[src/rtl/board_scanner.sv]
// Walks every mine/cover cell in raster order and reduces them to game status.
// Latency N+RD_LAT+1 cycles from start to done; start while busy is ignored.
module board_scanner #(
    parameter int x_size       = 16,
    parameter int y_size       = 16,
    parameter int x_coord_bits = 4,
    parameter int y_coord_bits = 4,
    parameter int RD_LAT       = 1
) (
    input  logic                                   clk,
    input  logic                                   reset_n,
    input  logic                                   start,
    input  logic [x_coord_bits+y_coord_bits-1:0]   num_mines,
    input  logic [4:0]                             cell_val_board,
    input  logic [1:0]                             cell_val_cover,
    output logic                                   scan_en,
    output logic [x_coord_bits-1:0]                scan_x,
    output logic [y_coord_bits-1:0]                scan_y,
    output logic                                   busy,
    output logic                                   done,
    output logic                                   game_lost,
    output logic                                   game_won,
    output logic [x_coord_bits+y_coord_bits:0]     flags_placed,
    output logic [x_coord_bits+y_coord_bits:0]     mines_left,
    output logic                                   over_flagged
);
    localparam int CW = x_coord_bits + y_coord_bits + 1;

    localparam logic [1:0] S_IDLE  = 2'd0;
    localparam logic [1:0] S_ISSUE = 2'd1;
    localparam logic [1:0] S_DRAIN = 2'd2;
    localparam logic [1:0] S_DONE  = 2'd3;

    localparam logic [x_coord_bits-1:0] X_LAST = x_coord_bits'(x_size - 1);
    localparam logic [y_coord_bits-1:0] Y_LAST = y_coord_bits'(y_size - 1);

    logic [1:0]              state_q, state_d;
    logic [x_coord_bits-1:0] x_q, x_d;
    logic [y_coord_bits-1:0] y_q, y_d;
    logic [RD_LAT-1:0]       vld_q, vld_d;
    logic [CW-1:0]           flag_q, flag_d;
    logic [CW-1:0]           safe_q, safe_d;
    logic                    lost_q, lost_d;

    logic                    res_lost_q, res_won_q, res_over_q;
    logic [CW-1:0]           res_flags_q, res_left_q;
    logic                    res_load;
    logic [CW-1:0]           mines_ext;
    logic [CW-1:0]           left_calc;

    logic                    cell_mine;
    logic                    cell_open;
    logic                    sample;
    logic                    unused_count;

    assign unused_count = ^cell_val_board[3:0];
    assign cell_mine    = cell_val_board[4];
    assign cell_open    = (cell_val_cover == 2'b10);
    assign sample       = vld_q[RD_LAT-1];

    // Results are latched on the last DRAIN cycle, once the final sample has been folded in.
    assign res_load  = (state_q == S_DRAIN) && (vld_q == '0);
    assign mines_ext = CW'(num_mines);
    assign left_calc = (flag_q >= mines_ext) ? '0 : (mines_ext - flag_q);

    always_comb begin
        state_d = state_q;
        x_d     = x_q;
        y_d     = y_q;
        flag_d  = flag_q;
        safe_d  = safe_q;
        lost_d  = lost_q;
        vld_d   = (vld_q << 1) | RD_LAT'(state_q == S_ISSUE);

        if (sample) begin
            if (cell_val_cover == 2'b01) begin
                flag_d = flag_q + 1'b1;
            end
            if (cell_mine && cell_open) begin
                lost_d = 1'b1;
            end
            if (!cell_mine && !cell_open) begin
                safe_d = safe_q + 1'b1;
            end
        end

        case (state_q)
            S_ISSUE: begin
                if (x_q == X_LAST) begin
                    if (y_q == Y_LAST) begin
                        state_d = S_DRAIN;
                    end else begin
                        x_d = '0;
                        y_d = y_q + 1'b1;
                    end
                end else begin
                    x_d = x_q + 1'b1;
                end
            end
            S_DRAIN: begin
                if (vld_q == '0) begin
                    state_d = S_DONE;
                end
            end
            S_DONE: begin
                state_d = S_IDLE;
            end
            default: begin
                state_d = S_IDLE;
            end
        endcase

        if (start && (state_q == S_IDLE || state_q == S_DONE)) begin
            state_d = S_ISSUE;
            x_d     = '0;
            y_d     = '0;
            flag_d  = '0;
            safe_d  = '0;
            lost_d  = 1'b0;
        end
    end

    always_ff @(posedge clk or negedge reset_n) begin
        if (!reset_n) begin
            state_q <= S_IDLE;
            x_q     <= '0;
            y_q     <= '0;
            vld_q   <= '0;
            flag_q  <= '0;
            safe_q  <= '0;
            lost_q  <= 1'b0;
        end else begin
            state_q <= state_d;
            x_q     <= x_d;
            y_q     <= y_d;
            vld_q   <= vld_d;
            flag_q  <= flag_d;
            safe_q  <= safe_d;
            lost_q  <= lost_d;
        end
    end

    always_ff @(posedge clk or negedge reset_n) begin
        if (!reset_n) begin
            res_lost_q  <= 1'b0;
            res_won_q   <= 1'b0;
            res_over_q  <= 1'b0;
            res_flags_q <= '0;
            res_left_q  <= '0;
        end else if (res_load) begin
            res_lost_q  <= lost_q;
            res_won_q   <= !lost_q && (safe_q == '0);
            res_over_q  <= flag_q > mines_ext;
            res_flags_q <= flag_q;
            res_left_q  <= left_calc;
        end
    end

    assign scan_en      = (state_q == S_ISSUE) || (state_q == S_DRAIN);
    assign busy         = scan_en;
    assign done         = (state_q == S_DONE);
    assign scan_x       = x_q;
    assign scan_y       = y_q;
    assign game_lost    = res_lost_q;
    assign game_won     = res_won_q;
    assign flags_placed = res_flags_q;
    assign mines_left   = res_left_q;
    assign over_flagged = res_over_q;

endmodule

[config.mk]
export PLATFORM = sky130hd
export DESIGN_NAME = board_scanner
export DESIGN_NICKNAME = d
export VERILOG_FILES = /design/src/rtl/board_scanner.sv
export SDC_FILE = /design/constraint.sdc
export NUM_CORES = 1
export LEC_CHECK = 0
export BUFFER_PORTS_ARGS = -buffer_cell sky130_fd_sc_hd__buf_2
export CELL_PAD_IN_SITES_DETAIL_PLACEMENT = 2
export CELL_PAD_IN_SITES_GLOBAL_PLACEMENT = 2
export CORE_MARGIN = 8
export CORE_UTILIZATION = 34
export DETAILED_ROUTE_END_ITERATION = 7
export HOLD_SLACK_MARGIN = 0.03
export PLACE_DENSITY_LB_ADDON = 0.1
export SLEW_MARGIN = 5
export SYNTH_ARGS = -nofsm -noshare
export SYNTH_HDL_FRONTEND = slang
export SYNTH_SLANG_ARGS = --single-unit
[constraint.sdc]
create_clock -name clk -period 2.5 [get_ports clk]
set_input_delay 0 -clock clk [delete_from_list [all_inputs] [get_ports clk]]
set_output_delay 0 -clock clk [all_outputs]
set_load 0.01 [all_outputs]
==> impl_metrics.csv, run 1 <==
group,metric,value,unit
clocking,cts.sinks,51,
power,power,2.738,mW
final_layout,post-route-util,0.4132,
logic_synthesis,synth_warnings,0,
final_layout,syn_to_final_growth,18.53,%
logic_synthesis,synth-edff-count,0,
logic_synthesis,synth_area_leader_cell,"dfrtp_1",
worst_setup_path,cp_num_buf_inv,1,
clocking,clock_latency,310,ps
global_routing,grt_pass1_vias,2434,
timing,slew_headroom,0.5569,
worst_setup_path,cpPeakStageDelay,470,ps
timing,max_freq,0.4610,GHz
logic_synthesis,synth_cell_types,44,
logic_synthesis,synth_common_cells,"51 x dfrtp_1, 31 x nor2_1, 30 x nand2_1, 17 x ha_1, 17 x inv_1",
clocking,cts-root-buf,"clkbuf_8",
worst_setup_path,critPathKind,"register to register",
power,clkPwrFrac,0.190,
timing,setup_viol,0,
logic_synthesis,syn_nets,307,
worst_setup_path,crit_arrival,2380,ps
power,power_density,862.0,nW/um2
placed_design,placed_area,3043,um2
worst_setup_path,crit_fanout,5,
global_routing,grt_pass1_wl,11.91,mm
timing,setup_ws,330.6,ps
floorplanning,dieArea,10980,um2
placed_design,gp_congestion,0.7300,
detailed_routing,ant_nets,0,
clocking,cts_max_path_buffers,2,
global_routing,grt-ovfl-total,0,
job,drv_cap,0,
detailed_routing,vias_per_cell,4.995,
floorplanning,row_count,32,
timing,drv_slew,0,
worst_setup_path,cp_slowest_cell,"dfrtp_1",
logic_synthesis,syn_inst,271,
detailed_routing,firstDrtPassIters,4,
status,status,"finished clean",
final_layout,stdcell_area,3177,um2
logic_synthesis,syn_area,2680,um2
power,switching_share,0.3903,
power,power.internal,1.670,mW
logic_synthesis,synth.most_common_cell,"dfrtp_1",
logic_synthesis,ys_seq_elements,51,
placed_design,dp_slack,229.6,ps
placed_design,dp.cells,415,
global_routing,grt_use_total,0.1316,
timing,final.setup_skew,10.90,ps
global_routing,antenna_found_initial,0,
timing,tightest_slew,664.6,ps
final_layout,fin_cells,426,
logic_synthesis,synth_area_leaders,"dfrtp_1 48%, ha_1 7.9%, nor2_1 4.3%",
logic_synthesis,async_reset_ff_frac,1.000,
detailed_routing,wl,6.946,mm
clocking,clk_pin_slew,100,ps
clocking,post-cts-setup-buffers,0,
floorplanning,fp.dieW,104.8,um
floorplanning,pin_count,50,
global_routing,grt_max_degree,52,
floorplanning,core_region_area,7687,um2
power,seq_power_share,0.413,
timing,timing.hold.ws,113.9,ps
timing,setup_tns,0,ps
logic_synthesis,ys_seq_area_frac,0.4762,
power,p_sw,1.069,mW
logic_synthesis,synth_flop_cell,"dfrtp_1",
min_path,min_path_type,"primary input to register",
floorplanning,initial_core_util,0.3486,
timing,period_share,0.8677,
clocking,cts_made_buffers,5,
logic_synthesis,avgSynthCellArea,9.890,um2
power,vdd_drop_max,479.7,uV
detailed_routing,post-route-drc-count,0,
final_layout,nets,359,
timing,final.min_clock_period,2169,ps
placed_design,dp_hpwl,5.303,mm
final_layout,layout-drive-gt1-share,0.2160,
placed_design,io_buffers,45,
timing,hold_violations,0,
timing,rsz0062_at_grt,"false",
clocking,cts_tree,"built",
final_layout,num_antenna_cells,0,
power,p_leak,1.563,nW
worst_setup_path,path_cells,"ha_1 > inv_1 > fa_1 > a211oi_2 > o21bai_1 > a21oi_1 > xor2_1 > o31ai_1",
worst_setup_path,required,2710,ps
worst_setup_path,cp-start-kind,"register",
detailed_routing,vias,2128,
floorplanning,fp.dieH,104.8,um
clocking,htreeDepth,2,
detailed_routing,drt_iter0_markers,29,
detailed_routing,wl_per_cell,16.31,um
worst_setup_path,end_kind,"register",
power,combPwrFrac,0.397,
logic_synthesis,synth_top_area_frac,0.4762,
worst_setup_path,cpLargestDelayFamily,"compound AO/OA/AOI/OAI gates",
## state kept, by name, summed over array words and instances, names as in the netlist
signal,flops
state_q,2
game_won,1
scan_x,4
lost_q,1
scan_y,4
game_lost,1
mines_left,9
flags_placed,9
safe_q,9
flag_q,9
over_flagged,1
sample,1
## final cells by class
type | instances | area [um2]
inverter | 17 | 63.81
tap | 102 | 127.6
timing repair buffer | 55 | 307.8
clock buffer | 6 | 82.58
fill | 876 | 4511
multi-input combinational | 193 | 1303
clock inverter | 2 | 16.27
sequential | 51 | 1276
## power by group through the flow
stage | Combinational (mW) | Sequential (mW) | Clock (mW)
after floorplan | 0.674 | 1.17 | 0
after global placement | 1.09 | 1.14 | 0
after detailed placement | 1.11 | 1.16 | 0
after CTS | 1.13 | 1.14 | 0.549
after global routing | 1.24 | 1.16 | 0.588
final | 1.09 | 1.13 | 0.520
## path summary, 6_finish.rpt
check                                          start                   endpoint  cells after the start  slack (ps)
min in group asynchronous                    reset_n  mines_left[5]$_DFFE_PN0P_                      3         330
hold reg to reg            mines_left[8]$_DFFE_PN0P_  mines_left[8]$_DFFE_PN0P_                      2         480
setup reg to reg               flag_q[0]$_DFFE_PN0P_  mines_left[6]$_DFFE_PN0P_                      8         330
max in group asynchronous                    reset_n      safe_q[8]$_DFFE_PN0P_                      3        1720
hold / removal                     cell_val_cover[0]         lost_q$_DFFE_PN0P_                      4         110
setup / recovery               flag_q[0]$_DFFE_PN0P_  mines_left[6]$_DFFE_PN0P_                      8         330
## routing by layer
| layer | routed length, um | vias up | GRT usage |
|---|---|---|---|
| met5 | 0 | - | 0 |
| met4 | 95 | 0 | 0.04383 |
| met3 | 232 | 8 | 0.03317 |
| met2 | 3451 | 34 | 0.2271 |
| met1 | 3166 | 1051 | 0.1555 |
| li1 | - | 1035 | - |
## logic make-up (layout without fill, tap and decap cells)
| group | after synthesis | in the layout | synth area share |
|---|---|---|---|
| multiplexers | 5 | 5 | 0.02007 |
| adder cells (fa/ha/maj) | 18 | 18 | 0.08683 |
| buffers and inverters | 27 | 80 | 0.03968 |
| XOR/XNOR | 25 | 25 | 0.08170 |
| AND/OR/NAND/NOR | 92 | 92 | 0.1606 |
| AO/OA/AOI/OAI | 53 | 53 | 0.1349 |
| flip-flops | 51 | 51 | 0.4762 |
## worst min-delay path: stages
cell and delay (ps):
buf_2 90, nor2b_1 70, a31oi_1 170, nor2_1 50
## cells in the final DEF (no fill, tap or decap), types with 5 or more instances in the layout
cell type / n
dfrtp_1: 51
buf_2: 45
nor2_1: 31
nand2_1: 30
inv_1: 17
ha_1: 17
xor2_1: 13
o21ai_0: 13
xnor2_1: 12
a21oi_1: 10
nand3_1: 9
o31ai_1: 8
buf_4: 7
clkbuf_8: 6
nor3_1: 5
## what timing repair did
action / CTS / global route
hold endpoints to repair: 54 / 0
resized for setup: 0 / 1
endpoints found under the setup margin: 0 / 1
hold buffers: 3 / 0
Note: power is estimated with default switching activity, not from simulation.
==> run 2, diff against run 1 <==
--- a/config.mk
+++ b/config.mk
@@ -13,6 +13,7 @@
 export DETAILED_ROUTE_END_ITERATION = 7
 export HOLD_SLACK_MARGIN = 0.03
 export PLACE_DENSITY_LB_ADDON = 0.1
+export SETUP_SLACK_MARGIN = 0.4
 export SLEW_MARGIN = 5
 export SYNTH_ARGS = -nofsm -noshare
 export SYNTH_HDL_FRONTEND = slang
==> run 2 against run 1 <==
Final cell count rose by 0.94%. Clock power rose by 1%. Die area did not move. First-iteration DRC count rose by 41%. Clock skew rose by 0.98 ps. Count of clock-buffer cells in the layout did not move. Sequential share of layout area fell by 0.98 points. Power rose by 1.5%. Critical endpoint is now mines_left[4]$_DFFE_PN0P_. Largest cell class unchanged.
==> impl_metrics.csv, run 2 (synthesis results as in run 1) <==
group,metric,value,unit
timing,slew_headroom,0.5483,
placed_design,gp_congestion,0.7300,
min_path,min_path_cells,4,
status,status,"finished clean",
detailed_routing,firstDrtPassIters,4,
clocking,cts-root-buf,"clkbuf_8",
floorplanning,core_region_area,7687,um2
final_layout,num_antenna_cells,0,
final_layout,syn_to_final_growth,21.62,%
final_layout,final_common_cell,"dfrtp_1",
timing,hold_violations,0,
power,power_density,853.0,nW/um2
placed_design,dp_hpwl,5.303,mm
final_layout,layout_common_cells,"50 x dfrtp_1, 45 x buf_2, 31 x nor2_1",
job,drv_cap,0,
floorplanning,dieArea,10980,um2
detailed_routing,wl,7.217,mm
final_layout,regArea,1277,um2
timing,timing.hold.ws,111.5,ps
timing,rsz0062_at_grt,"false",
timing,final.min_clock_period,1984,ps
floorplanning,row_count,32,
global_routing,antenna_found_initial,0,
clocking,htreeDepth,2,
clocking,clk_pin_slew,100,ps
min_path,min_path_type,"primary input to register",
worst_setup_path,crit_fanout,8,
final_layout,multiInputGateArea,1354,um2
clocking,cts_made_buffers,5,
final_layout,layout-drive-gt1-share,0.2530,
power,p_leak,1.582,nW
detailed_routing,vias,2169,
detailed_routing,post-route-drc-count,0,
global_routing,use_met1,0.1592,
detailed_routing,ant_nets,0,
timing,max_freq,0.5039,GHz
worst_setup_path,cp-start-kind,"register",
worst_setup_path,crit_arrival,2200,ps
timing,drv_slew,0,
clocking,cts.sinks,51,
clocking,clock_latency,310,ps
placed_design,io_buffers,45,
worst_setup_path,end_kind,"register",
power,vdd_drop_max,477.4,uV
clocking,cts_max_path_buffers,2,
global_routing,met3_usage,0.03256,
detailed_routing,wl_per_cell,16.78,um
timing,period_share,0.7938,
global_routing,grt_max_degree,52,
worst_setup_path,required,2720,ps
floorplanning,initial_core_util,0.3486,
floorplanning,pin_count,50,
global_routing,grt_use_total,0.1353,
clocking,cts_tree,"built",
floorplanning,fp.dieH,104.8,um
global_routing,grt_pass1_wl,12.21,mm
global_routing,grt-ovfl-total,0,
global_routing,grtUsageMet2,0.2344,
floorplanning,fp.dieW,104.8,um
global_routing,top_usage_layer,"met2",
timing,setup_tns,0,ps
worst_setup_path,critPathKind,"register to register",
timing,setup_viol,0,
final_layout,fill_cells,866,
timing,final.setup_skew,11.87,ps
global_routing,grt_pass1_vias,2483,
detailed_routing,vias_per_cell,5.044,
worst_setup_path,rr_worst_depth,8,
final_layout,nets,363,
timing,tightest_slew,677.5,ps
detailed_routing,drt_iter0_markers,41,
run 2: routing by layer:
| metal | vias up | wire (um) |
|---|---|---|
| li1 | 1045 | - |
| met1 | 1073 | 3252 |
| met2 | 40 | 3590 |
| met3 | 11 | 239 |
| met4 | 0 | 134 |
| met5 | - | 0 |
run 2: through the flow:
stage	instances	area [um2]	worst slack [ps]	util	power, mW
detailed placement	415	3043	229.6	0.3958	2.268
global route	430	3259	400.2	0.4240	3.020
global placement	415	3043	341.3	0.3958	2.231
finish	430	3259	515.5	0.4240	2.780
floorplan	271	2680	541.3	-	1.845
CTS	429	3216	428.9	0.4183	2.833
run 2: timing repair:
item | CTS | global route
endpoints found under the hold margin | 54 | 0
resized for setup | 4 | 8
setup buffers | 3 | 1
hold buffers | 3 | 0
pin swaps | 1 | 2
setup endpoints to repair | 3 | 8
run 2: worst paths after layout:
| path | from | to | slack [ps] |
|---|---|---|---|
| worst max register to register | flag_q[3]$_DFFE_PN0P_ | mines_left[4]$_DFFE_PN0P_ | 520 |
| worst max-delay path | flag_q[3]$_DFFE_PN0P_ | mines_left[4]$_DFFE_PN0P_ | 520 |
| worst min register to register | mines_left[8]$_DFFE_PN0P_ | mines_left[8]$_DFFE_PN0P_ | 480 |
| worst min-delay path | cell_val_cover[0] | lost_q$_DFFE_PN0P_ | 110 |
| max in group asynchronous | reset_n | flag_q[0]$_DFFE_PN0P_ | 1680 |
| min in group asynchronous | reset_n | mines_left[5]$_DFFE_PN0P_ | 330 |
run 2: final cells by class:
class                   count  share of cell area
repair buffers             59              0.1036
multi-input cells         193              0.4154
inverters                  17             0.01958
clock buffers               6             0.02534
clock inverters             2            0.004990
well taps                 102             0.03916
flip-flops and latches     51              0.3919
run 2: worst max-delay path: stages, from the launching register on:
cell     delay, ps
dfrtp_1        380
inv_1          130
ha_2           420
nand2_1        130
nor2_1         140
a21o_2         160
o31ai_2         60
buf_4          170
o41ai_2        300
run 2: power breakdown:
group          switching [mW]  internal (mW)  leakage, nW
clock network           0.298          0.227       0.0474
logic                   0.658          0.473        0.846
registers               0.130          0.994        0.688
total                    1.09           1.69         1.58
==> run 3, diff against run 2 <==
==> constraint.sdc (replaced) <==
create_clock -name clk -period 1.95 [get_ports clk]
set_input_delay 0 -clock clk [delete_from_list [all_inputs] [get_ports clk]]
set_output_delay 0 -clock clk [all_outputs]
set_load 0.01 [all_outputs]
==> run 3 against run 2 <==
Die area stayed put. Critical endpoint is now mines_left[6]$_DFFE_PN0P_. Final cell count is 9.1% higher. Count of clock-buffer cells in the layout is the same.
==> impl_metrics.csv, run 3 (synthesis results as in run 1) <==
group,metric,value,unit
status,status,"finished clean",
timing,slew_headroom,0.7305,
detailed_routing,ant_nets,0,
clocking,clock_latency,300,ps
placed_design,io_buffers,45,
power,clkPwrFrac,0.159,
clocking,cts_made_buffers,5,
worst_setup_path,rr_worst_depth,8,
placed_design,gp_congestion,0.7895,
placed_design,placed_area,3171,um2
power,power_density,1045,nW/um2
power,p_sw,1.509,mW
worst_setup_path,crit_end,"mines_left[6]$_DFFE_PN0P_",
clocking,htreeDepth,2,
final_layout,layout-drive-gt1-share,0.4169,
min_path,min_path_type,"primary input to register",
floorplanning,fp.dieW,104.8,um
placed_design,dp_hpwl,5.439,mm
timing,rsz0062_at_grt,"true",
worst_setup_path,end_kind,"register",
detailed_routing,wl_per_cell,17.55,um
final_layout,fill_cells,857,
detailed_routing,post-route-drc-count,0,
timing,hold_violations,0,
power,p_leak,1.817,nW
worst_setup_path,r2r_start,"flag_q[0]$_DFFE_PN0P_",
global_routing,grt_pass1_vias,2614,
worst_setup_path,required,2140,ps
final_layout,regArea,1277,um2
power,seq_power_share,0.359,
final_layout,multiInputGateArea,1559,um2
detailed_routing,firstDrtPassIters,4,
final_layout,stdcell_area,3776,um2
timing,period_share,0.9966,
clocking,cts_max_path_buffers,2,
power,combPwrFrac,0.482,
final_layout,final_common_cell,"dfrtp_1",
power,switching_share,0.3822,
floorplanning,fp.dieH,104.8,um
final_layout,syn_to_final_growth,40.90,%
final_layout,layout_common_cells,"50 x dfrtp_1, 47 x buf_4, 45 x buf_2",
clocking,cts-root-buf,"clkbuf_8",
detailed_routing,wl,8.233,mm
worst_setup_path,rr_endpoint,"mines_left[6]$_DFFE_PN0P_",
timing,setup_viol,0,
job,drv_cap,0,
floorplanning,pin_count,50,
worst_setup_path,critPathKind,"register to register",
detailed_routing,vias_per_cell,4.987,
worst_setup_path,rrSetupSlack,7,ps
final_layout,nets,403,
power,power.internal,2.439,mW
timing,final.setup_skew,8.774,ps
clocking,cts.sinks,51,
worst_setup_path,cp-start-kind,"register",
timing,tightest_slew,404.3,ps
final_layout,num_antenna_cells,0,
global_routing,antenna_found_initial,0,
timing,setup_ws,6.610,ps
clocking,cts_tree,"built",
power,vdd_drop_max,655.4,uV
floorplanning,row_count,32,
worst_setup_path,worstSetupStartpoint,"flag_q[0]$_DFFE_PN0P_",
detailed_routing,vias,2339,
detailed_routing,drt_iter0_markers,42,
clocking,clk_pin_slew,100,ps
timing,max_freq,0.5146,GHz
global_routing,grt-ovfl-total,0,
global_routing,grt_max_degree,40,
timing,drv_slew,0,
global_routing,grt_use_total,0.1447,
floorplanning,core_region_area,7687,um2
worst_setup_path,crit_fanout,3,
floorplanning,initial_core_util,0.3486,
floorplanning,dieArea,10980,um2
global_routing,grt_pass1_wl,13.08,mm
worst_setup_path,crit_arrival,2130,ps
timing,final.min_clock_period,1943,ps
placed_design,dp_slack,-15.22,ps
run 3: worst max-delay path: stages, from the launching register on:
cell and delay, ps:
dfrtp_1 370, ha_2 190, inv_2 40, fa_2 360
a211oi_4 350, o21bai_1 130, a21oi_2 140, xor2_1 170
o31ai_1 80
run 3: area by class of cell:
cell class | count | share of cell area
Clock buffer | 6 | 0.02187
Tap cell | 102 | 0.03380
Inverter | 17 | 0.01690
Clock inverter | 1 | 0.001325
Sequential cell | 51 | 0.3383
Timing Repair Buffer | 99 | 0.1750
Multi-Input combinational cell | 193 | 0.4129
run 3: worst min path at each step:
stage	slack, ps	startpoint	to	cells past startpoint
2_1_floorplan	-300	reset_n	flag_q[0]$_DFFE_PN0P_	0
3_3_place_gp	-200	reset_n	flags_placed[7]$_DFFE_PN0P_	1
3_5_place_dp	-190	reset_n	flags_placed[5]$_DFFE_PN0P_	1
4_1_cts	100	cell_val_cover[0]	lost_q$_DFFE_PN0P_	4
5_1_grt	160	num_mines[7]	mines_left[8]$_DFFE_PN0P_	4
6_report	160	num_mines[7]	mines_left[8]$_DFFE_PN0P_	4
run 3: layer usage:
metal / vias up / share of wire / GRT usage / wire length [um]
met1: 1179 / 0.42 / 0.1588 / 3417
met2: 33 / 0.55 / 0.2760 / 4529
li1: 1119 / - / - / -
met3: 8 / 0.024 / 0.02334 / 195
met4: 0 / 0.011 / 0.04485 / 90
met5: - / 0 / 0 / 0
run 3: repair_timing:
action | in CTS | in global routing
endpoints found under the hold margin | 54 | 0
endpoints found under the setup margin | 35 | 34
cloned | 0 | 0
buffers inserted | 17 | 20
pin swaps | 9 | 23
resized for setup | 21 | 28
hold buffers | 4 | 0
run 3: metrics by stage:
step                hold slack [ps]  power [mW]  setup TNS [ps]    util  std cells
finish                        157.9       3.948               0  0.4912        469
global route                  157.4       4.251          -203.5  0.4912        469
CTS                           103.5       3.757               0  0.4552        449
floorplan                    -295.6       2.391               0       -        271
global placement             -196.0       2.895               0  0.4124        421
detailed placement           -192.4       2.962          -15.22  0.4124        421
run 3: power groups by stage:
stage	logic, mW	clock network [mW]	registers, mW
after floorplan	0.890	0	1.50
after global placement	1.45	0	1.45
after detailed placement	1.50	0	1.46
after CTS	1.70	0.648	1.41
after global routing	2.11	0.692	1.45
final	1.90	0.627	1.42
